$ cat src/rtl/muldiv_pkg.sv
// Shared encodings and defaults for the multiply/divide sequencer.
package muldiv_pkg;

  localparam int DEF_XLEN  = 32;
  localparam int DEF_ITERS = 32;

  typedef enum logic [1:0] {
    OP_MULT  = 2'b00,
    OP_MULTU = 2'b01,
    OP_DIV   = 2'b10,
    OP_DIVU  = 2'b11
  } op_t;

  typedef enum logic [1:0] {
    ST_IDLE = 2'b00,
    ST_RUN  = 2'b01,
    ST_FIX  = 2'b10
  } state_t;

endpackage

$ cat src/rtl/muldiv_step.sv
// One iteration of the sequencer: shift-add multiply or restoring-subtract divide.
module muldiv_step
  import muldiv_pkg::*;
#(
  parameter int XLEN = DEF_XLEN
) (
  input  logic [XLEN-1:0] p_hi,
  input  logic [XLEN-1:0] p_lo,
  input  logic [XLEN-1:0] operand,
  input  logic            div_mode,
  output logic [XLEN-1:0] nxt_hi,
  output logic [XLEN-1:0] nxt_lo
);

  logic [XLEN:0] sum;
  logic [XLEN:0] shifted;
  logic [XLEN:0] diff;

  always_comb begin
    sum     = {1'b0, p_hi} + (p_lo[0] ? {1'b0, operand} : '0);
    shifted = {p_hi, p_lo[XLEN-1]};
    // Remainder stays below the divisor, so diff[XLEN] doubles as the borrow.
    diff    = shifted - {1'b0, operand};
    if (div_mode) begin
      nxt_hi = diff[XLEN] ? shifted[XLEN-1:0] : diff[XLEN-1:0];
      nxt_lo = {p_lo[XLEN-2:0], ~diff[XLEN]};
    end else begin
      nxt_hi = sum[XLEN:1];
      nxt_lo = {sum[0], p_lo[XLEN-1:1]};
    end
  end

endmodule

$ cat src/rtl/muldiv_seq.sv
// Multi-cycle MULT/MULTU/DIV/DIVU sequencer owning HI/LO; one step per cycle,
// magnitudes iterated and sign-corrected in a final FIX cycle.
module muldiv_seq
  import muldiv_pkg::*;
#(
  parameter int XLEN  = DEF_XLEN,
  parameter int ITERS = DEF_ITERS
) (
  input  logic            clk,
  input  logic            reset,
  input  logic            start,
  input  logic [1:0]      op,
  input  logic [XLEN-1:0] a,
  input  logic [XLEN-1:0] b,
  input  logic            abort,
  input  logic            hi_we,
  input  logic            lo_we,
  input  logic [XLEN-1:0] wdata,
  output logic            busy,
  output logic            done,
  output logic [XLEN-1:0] hi,
  output logic [XLEN-1:0] lo
);

  localparam int CNT_W = $clog2(ITERS);

  state_t             state;
  logic [CNT_W-1:0]   count;
  logic [XLEN-1:0]    w_hi;
  logic [XLEN-1:0]    w_lo;
  logic [XLEN-1:0]    w_opnd;
  logic [XLEN-1:0]    a_raw;
  logic               is_div;
  logic               neg_res;
  logic               neg_rem;
  logic               div_zero;

  logic               signed_op;
  logic               div_op;
  logic [XLEN-1:0]    a_mag;
  logic [XLEN-1:0]    b_mag;
  logic [XLEN-1:0]    step_hi;
  logic [XLEN-1:0]    step_lo;

  function automatic logic [XLEN-1:0] abs_val(input logic signed [XLEN-1:0] v);
    return v[XLEN-1] ? XLEN'(-v) : XLEN'(v);
  endfunction

  function automatic logic [XLEN-1:0] cond_neg(input logic [XLEN-1:0] v, input logic n);
    return n ? XLEN'(-v) : v;
  endfunction

  function automatic logic [2*XLEN-1:0] cond_neg_w(input logic [2*XLEN-1:0] v, input logic n);
    return n ? (2*XLEN)'(-v) : v;
  endfunction

  assign signed_op = (op == OP_MULT) || (op == OP_DIV);
  assign div_op    = (op == OP_DIV)  || (op == OP_DIVU);
  assign a_mag     = signed_op ? abs_val(a) : a;
  assign b_mag     = signed_op ? abs_val(b) : b;
  assign busy      = (state != ST_IDLE);

  muldiv_step #(.XLEN(XLEN)) u_step (
    .p_hi     (w_hi),
    .p_lo     (w_lo),
    .operand  (w_opnd),
    .div_mode (is_div),
    .nxt_hi   (step_hi),
    .nxt_lo   (step_lo)
  );

  always_ff @(posedge clk or posedge reset) begin
    if (reset) begin
      state    <= ST_IDLE;
      count    <= '0;
      hi       <= '0;
      lo       <= '0;
      done     <= 1'b0;
      w_hi     <= '0;
      w_lo     <= '0;
      w_opnd   <= '0;
      a_raw    <= '0;
      is_div   <= 1'b0;
      neg_res  <= 1'b0;
      neg_rem  <= 1'b0;
      div_zero <= 1'b0;
    end else begin
      done <= 1'b0;
      unique case (state)
        ST_IDLE: begin
          if (hi_we) hi <= wdata;
          if (lo_we) lo <= wdata;
          // Capture stage: multiplier/dividend goes in w_lo, the other operand in w_opnd.
          if (start && !abort) begin
            state    <= ST_RUN;
            count    <= '0;
            w_hi     <= '0;
            w_lo     <= div_op ? a_mag : b_mag;
            w_opnd   <= div_op ? b_mag : a_mag;
            a_raw    <= a;
            is_div   <= div_op;
            neg_res  <= signed_op && (a[XLEN-1] ^ b[XLEN-1]);
            neg_rem  <= signed_op && a[XLEN-1];
            div_zero <= div_op && (b == '0);
          end
        end
        ST_RUN: begin
          if (abort) begin
            state <= ST_IDLE;
            count <= '0;
          end else begin
            w_hi  <= step_hi;
            w_lo  <= step_lo;
            count <= count + CNT_W'(1);
            if (count == CNT_W'(ITERS - 1)) state <= ST_FIX;
          end
        end
        ST_FIX: begin
          state <= ST_IDLE;
          count <= '0;
          // Sign-correction stage; abort wins over completion.
          if (!abort) begin
            done <= 1'b1;
            if (is_div) begin
              if (div_zero) begin
                lo <= '1;
                hi <= a_raw;
              end else begin
                lo <= cond_neg(w_lo, neg_res);
                hi <= cond_neg(w_hi, neg_rem);
              end
            end else begin
              {hi, lo} <= cond_neg_w({w_hi, w_lo}, neg_res);
            end
          end
        end
        default: state <= ST_IDLE;
      endcase
    end
  end

endmodule

$ cat config.mk
export PLATFORM = sky130hd
export DESIGN_NAME = muldiv_seq
export DESIGN_NICKNAME = d
export VERILOG_FILES = /design/src/rtl/muldiv_pkg.sv /design/src/rtl/muldiv_step.sv /design/src/rtl/muldiv_seq.sv
export SDC_FILE = /design/constraint.sdc
export NUM_CORES = 1
export LEC_CHECK = 0
export CELL_PAD_IN_SITES_DETAIL_PLACEMENT = 0
export CELL_PAD_IN_SITES_GLOBAL_PLACEMENT = 1
export CORE_UTILIZATION = 40
export DETAILED_ROUTE_END_ITERATION = 6
export PLACE_DENSITY_LB_ADDON = 0.2
export SETUP_SLACK_MARGIN = 0.2
export SLEW_MARGIN = 0
export SYNTH_ARGS = -nofsm -noshare
export SYNTH_HDL_FRONTEND = slang
export SYNTH_HIERARCHICAL = 1
export SYNTH_SLANG_ARGS = --single-unit
$ cat constraint.sdc
create_clock -name clk -period 7.25 [get_ports clk]
set_input_delay 1.45 -clock clk [delete_from_list [all_inputs] [get_ports clk]]
set_output_delay 1.45 -clock clk [all_outputs]
set_load 0.01 [all_outputs]
==> flow_metrics.env <==
export IMPL_ys_seq_elements=204
export IMPL_slowest_delay_ns=0.68
export IMPL_grt_max_degree=108
export IMPL_wire_per_inst_um=25.4
export IMPL_hpwl_um=56400
export IMPL_fin_crit_ns=4.11
export IMPL_hold_buffers=0
export IMPL_crit_fanout=45
export IMPL_port_buffer_count=169
export IMPL_p_int_mw=3.34
export IMPL_final_common_cell="nand2_1"
export IMPL_overflow=0
export IMPL_initial_core_util_pct=40.8
export IMPL_crit_top_cell="nand2_1"
export IMPL_seqPwrFrac_pct=29.1
export IMPL_crit_chain="ha_1 > a21o_1 > or3_1 > o21ai_2 > o2111ai_1 > a21oi_2 > xnor2_4 > buf_4 > mux2_2 > nand2_1 > o21ai_0 > nand3_1 > nand2_1"
export IMPL_endpoint="w_hi[12]"
export IMPL_clk_pin_slew_ns=0.06
export IMPL_drc=0
export IMPL_reg2reg_slack_ns=3.14
export IMPL_synth_flop_cell="dfrtp_1"
export IMPL_max_freq_ghz=0.243
export IMPL_final_cell_mix="nand2_1, dfrtp_1, o21ai_0"
export IMPL_synth_fp_nets=2463
export IMPL_synth_area_leaders="dfrtp_1, nand2_1, o21ai_0, a21oi_1, ha_1"
export IMPL_finalMaxSlewViolations=0
export IMPL_die_area_mm2=0.0452
export IMPL_die_width_um=213
export IMPL_firstDrtPassIters=6
export IMPL_clockBufferDepth=3
export IMPL_synth_area_mm2=0.0177
export IMPL_ant_nets=0
export IMPL_clkPwrFrac_pct=21.4
export IMPL_power_density_mw_per_mm2=301
export IMPL_grt_pass1_wl_um=112000
export IMPL_end_kind="register"
export IMPL_r2r_end="w_hi[12]"
export IMPL_yosysWarnings=6
export IMPL_drt_wl_total_um=74900
export IMPL_worstMarginPinSlew_ns=1.19
export IMPL_drtIter0Drc=1899
export IMPL_ir_worst_vdd_uv=218
export IMPL_fin_util_pct=47.4
export IMPL_cts_tree="built"
export IMPL_synthDominantCellAreaShare_pct=28.8
export IMPL_drive_gt1_share_pct=6.35
export IMPL_startpoint_type="register"
export IMPL_outcome="completed"
export IMPL_antenna_found_initial=0
export IMPL_crit_type="reg2reg"
export IMPL_comb_power_share_pct=49.6
export IMPL_fin_nets=2522
export IMPL_netlist_top_cell_by_area="dfrtp_1"
export IMPL_holdCritPathClass="reg2reg"
export IMPL_min_period_over_period_pct=56.7
export IMPL_p_leak_nw=8.43
export IMPL_hold_viol=0
export IMPL_crit_path_top_delay_cell="dfrtp_1"
export IMPL_setup_tns_final_ns=0
export IMPL_clock_latency_ns=0.59
export IMPL_cts_root_buf="clkbuf_16"
export IMPL_crit_required_ns=7.70
export IMPL_cts_setup_buffers=0
export IMPL_place_congestion=0.968
export IMPL_avgSynthCellArea_um2=7.76
export IMPL_syn_to_final_growth_pct=16.2
export IMPL_maxCapViolCount=0
export IMPL_synth_seq_area_share_pct=28.8
export IMPL_power_switching_mw=2.88
export IMPL_grt_usage_pct=33.1
export IMPL_relSlewSlack_pct=20.5
export IMPL_grt_pass1_vias=17400
export IMPL_nFillCells=4432
export IMPL_yosysUniqueCellTypes=85
export IMPL_pin_count=170
export IMPL_arrival_ns=4.56
export IMPL_die_y_um=213
export IMPL_coreArea_mm2=0.0435
export IMPL_finalSetupViolations=0
export IMPL_vias=18300
export IMPL_p_sw_share_pct=46.3
export IMPL_ctsResizeCount=0
export IMPL_startpoint="w_hi[4]"
export IMPL_synth_edff_count=0
export IMPL_ff2ff_path_depth=13
export IMPL_vias_per_cell=6.22
export IMPL_syn_inst=2287
export IMPL_regToRegStartpoint="w_hi[4]"
export IMPL_cts_sinks=204
export IMPL_async_flop_share_pct=100
export IMPL_antenna_cells=0
export IMPL_htreeDepth=1
export IMPL_skew_ns=0.0329
export IMPL_cts_made_buffers=27
export IMPL_rsz0062_at_grt="false"
export IMPL_row_count=76
[per-layer routing]
metal	vias to the layer above	routed length [µm]	GRT usage, %
met5	-	0	0
met4	0	3430	14.1
met3	137	5720	4.58
met2	793	32500	49.9
met1	8890	33200	47.0
li1	8511	-	-
[power groups by stage]
stage,registers [mW],logic [mW],clock network [mW]
3_5_place_dp,1.81,3.00,0
4_1_cts,1.79,3.02,1.35
3_3_place_gp,1.80,2.99,0
2_1_floorplan,1.57,2.15,0
6_report,1.81,3.08,1.33
5_1_grt,1.82,3.34,1.40
[stage by stage]
stage	hold slack, ns	cell area, µm²	setup WS (ns)	power (mW)	cells
2_1_floorplan	0.440	17700	0.233	3.72	2287
3_3_place_gp	0.462	19800	2.94	4.79	2902
3_5_place_dp	0.470	19800	2.84	4.81	2902
4_1_cts	0.483	20600	3.17	6.16	2949
5_1_grt	0.507	20600	2.91	6.56	2949
6_report	0.476	20600	3.14	6.22	2949
[final cells by class]
| cell class | instances | area [µm²] | share of cell area, % |
|---|---|---|---|
| Timing Repair Buffer | 197 | 1900 | 9.22 |
| Inverter | 75 | 289 | 1.40 |
| Multi-Input combinational cell | 1841 | 11700 | 56.9 |
| Clock buffer | 37 | 753 | 3.65 |
| Clock inverter | 10 | 100 | 0.485 |
| Tap cell | 585 | 732 | 3.55 |
| Sequential cell | 204 | 5110 | 24.8 |
[how the worst min path moves through the flow]
| stage | from | slack, ns | depth (start not counted) | to |
|---|---|---|---|---|
| finish | lo[8] | 0.48 | 2 | lo[8] |
| CTS | lo[8] | 0.48 | 2 | lo[8] |
| floorplan | a_raw[16] | 0.44 | 2 | a_raw[16] |
| global route | lo[0] | 0.51 | 2 | lo[0] |
| detailed placement | lo[4] | 0.47 | 2 | lo[4] |
| global placement | a_raw[5] | 0.46 | 2 | a_raw[5] |
[synthesized netlist by cell type (7+ instances only)]
cell type / instances
nand2_1: 307
dfrtp_1: 204
o21ai_0: 187
a21oi_1: 177
nor2_1: 152
clkbuf_1: 141
xnor2_1: 94
inv_1: 72
ha_1: 70
xor2_1: 60
nand3_1: 56
o22ai_1: 54
o31ai_1: 45
nor3_1: 43
mux2_2: 42
and2_1: 41
o221ai_1: 34
and3_1: 33
a31oi_1: 31
mux2i_1: 31
o41ai_1: 31
or3_1: 27
a211oi_1: 25
nand4_1: 25
o211ai_1: 25
nand2b_1: 23
nor4_1: 22
o21a_1: 20
a21o_1: 17
or4_1: 15
nor2b_1: 14
buf_2: 11
a221oi_1: 10
nor3b_1: 10
buf_1: 9
o21bai_1: 9
a41oi_1: 7
or2_2: 7
[flip-flops by register name, summed over array words and instances, names as in the netlist, 2 cells and up]
signal / cells
lo: 32
w_hi: 32
w_lo: 32
w_opnd: 32
hi: 32
count: 5
state: 2
a_raw: 32
[cells by family after synthesis]
| family | after synthesis | synth area share [%] |
|---|---|---|
| AO/OA/AOI/OAI | 738 | 26.5 |
| buffers and inverters | 242 | 5.38 |
| flip-flops | 204 | 28.8 |
| adder cells (fa/ha/maj) | 72 | 5.16 |
| XOR/XNOR | 155 | 7.69 |
| AND/OR/NAND/NOR | 802 | 22.0 |
| multiplexers | 74 | 4.50 |
[worst max-delay path: cells and delay by family, from the launching register on]
family / cells / cell delay, ns
AOI/OAI and AO/OA: 5 / 1.16
xor gates and xnor gates: 1 / 0.14
adders and majority gates: 1 / 0.39
buffers and inverters: 1 / 0.58
DFF: 1 / 0.68
muxes: 1 / 0.40
and+or+nand+nor: 4 / 0.58
Note: power is estimated with default switching activity, not from simulation.
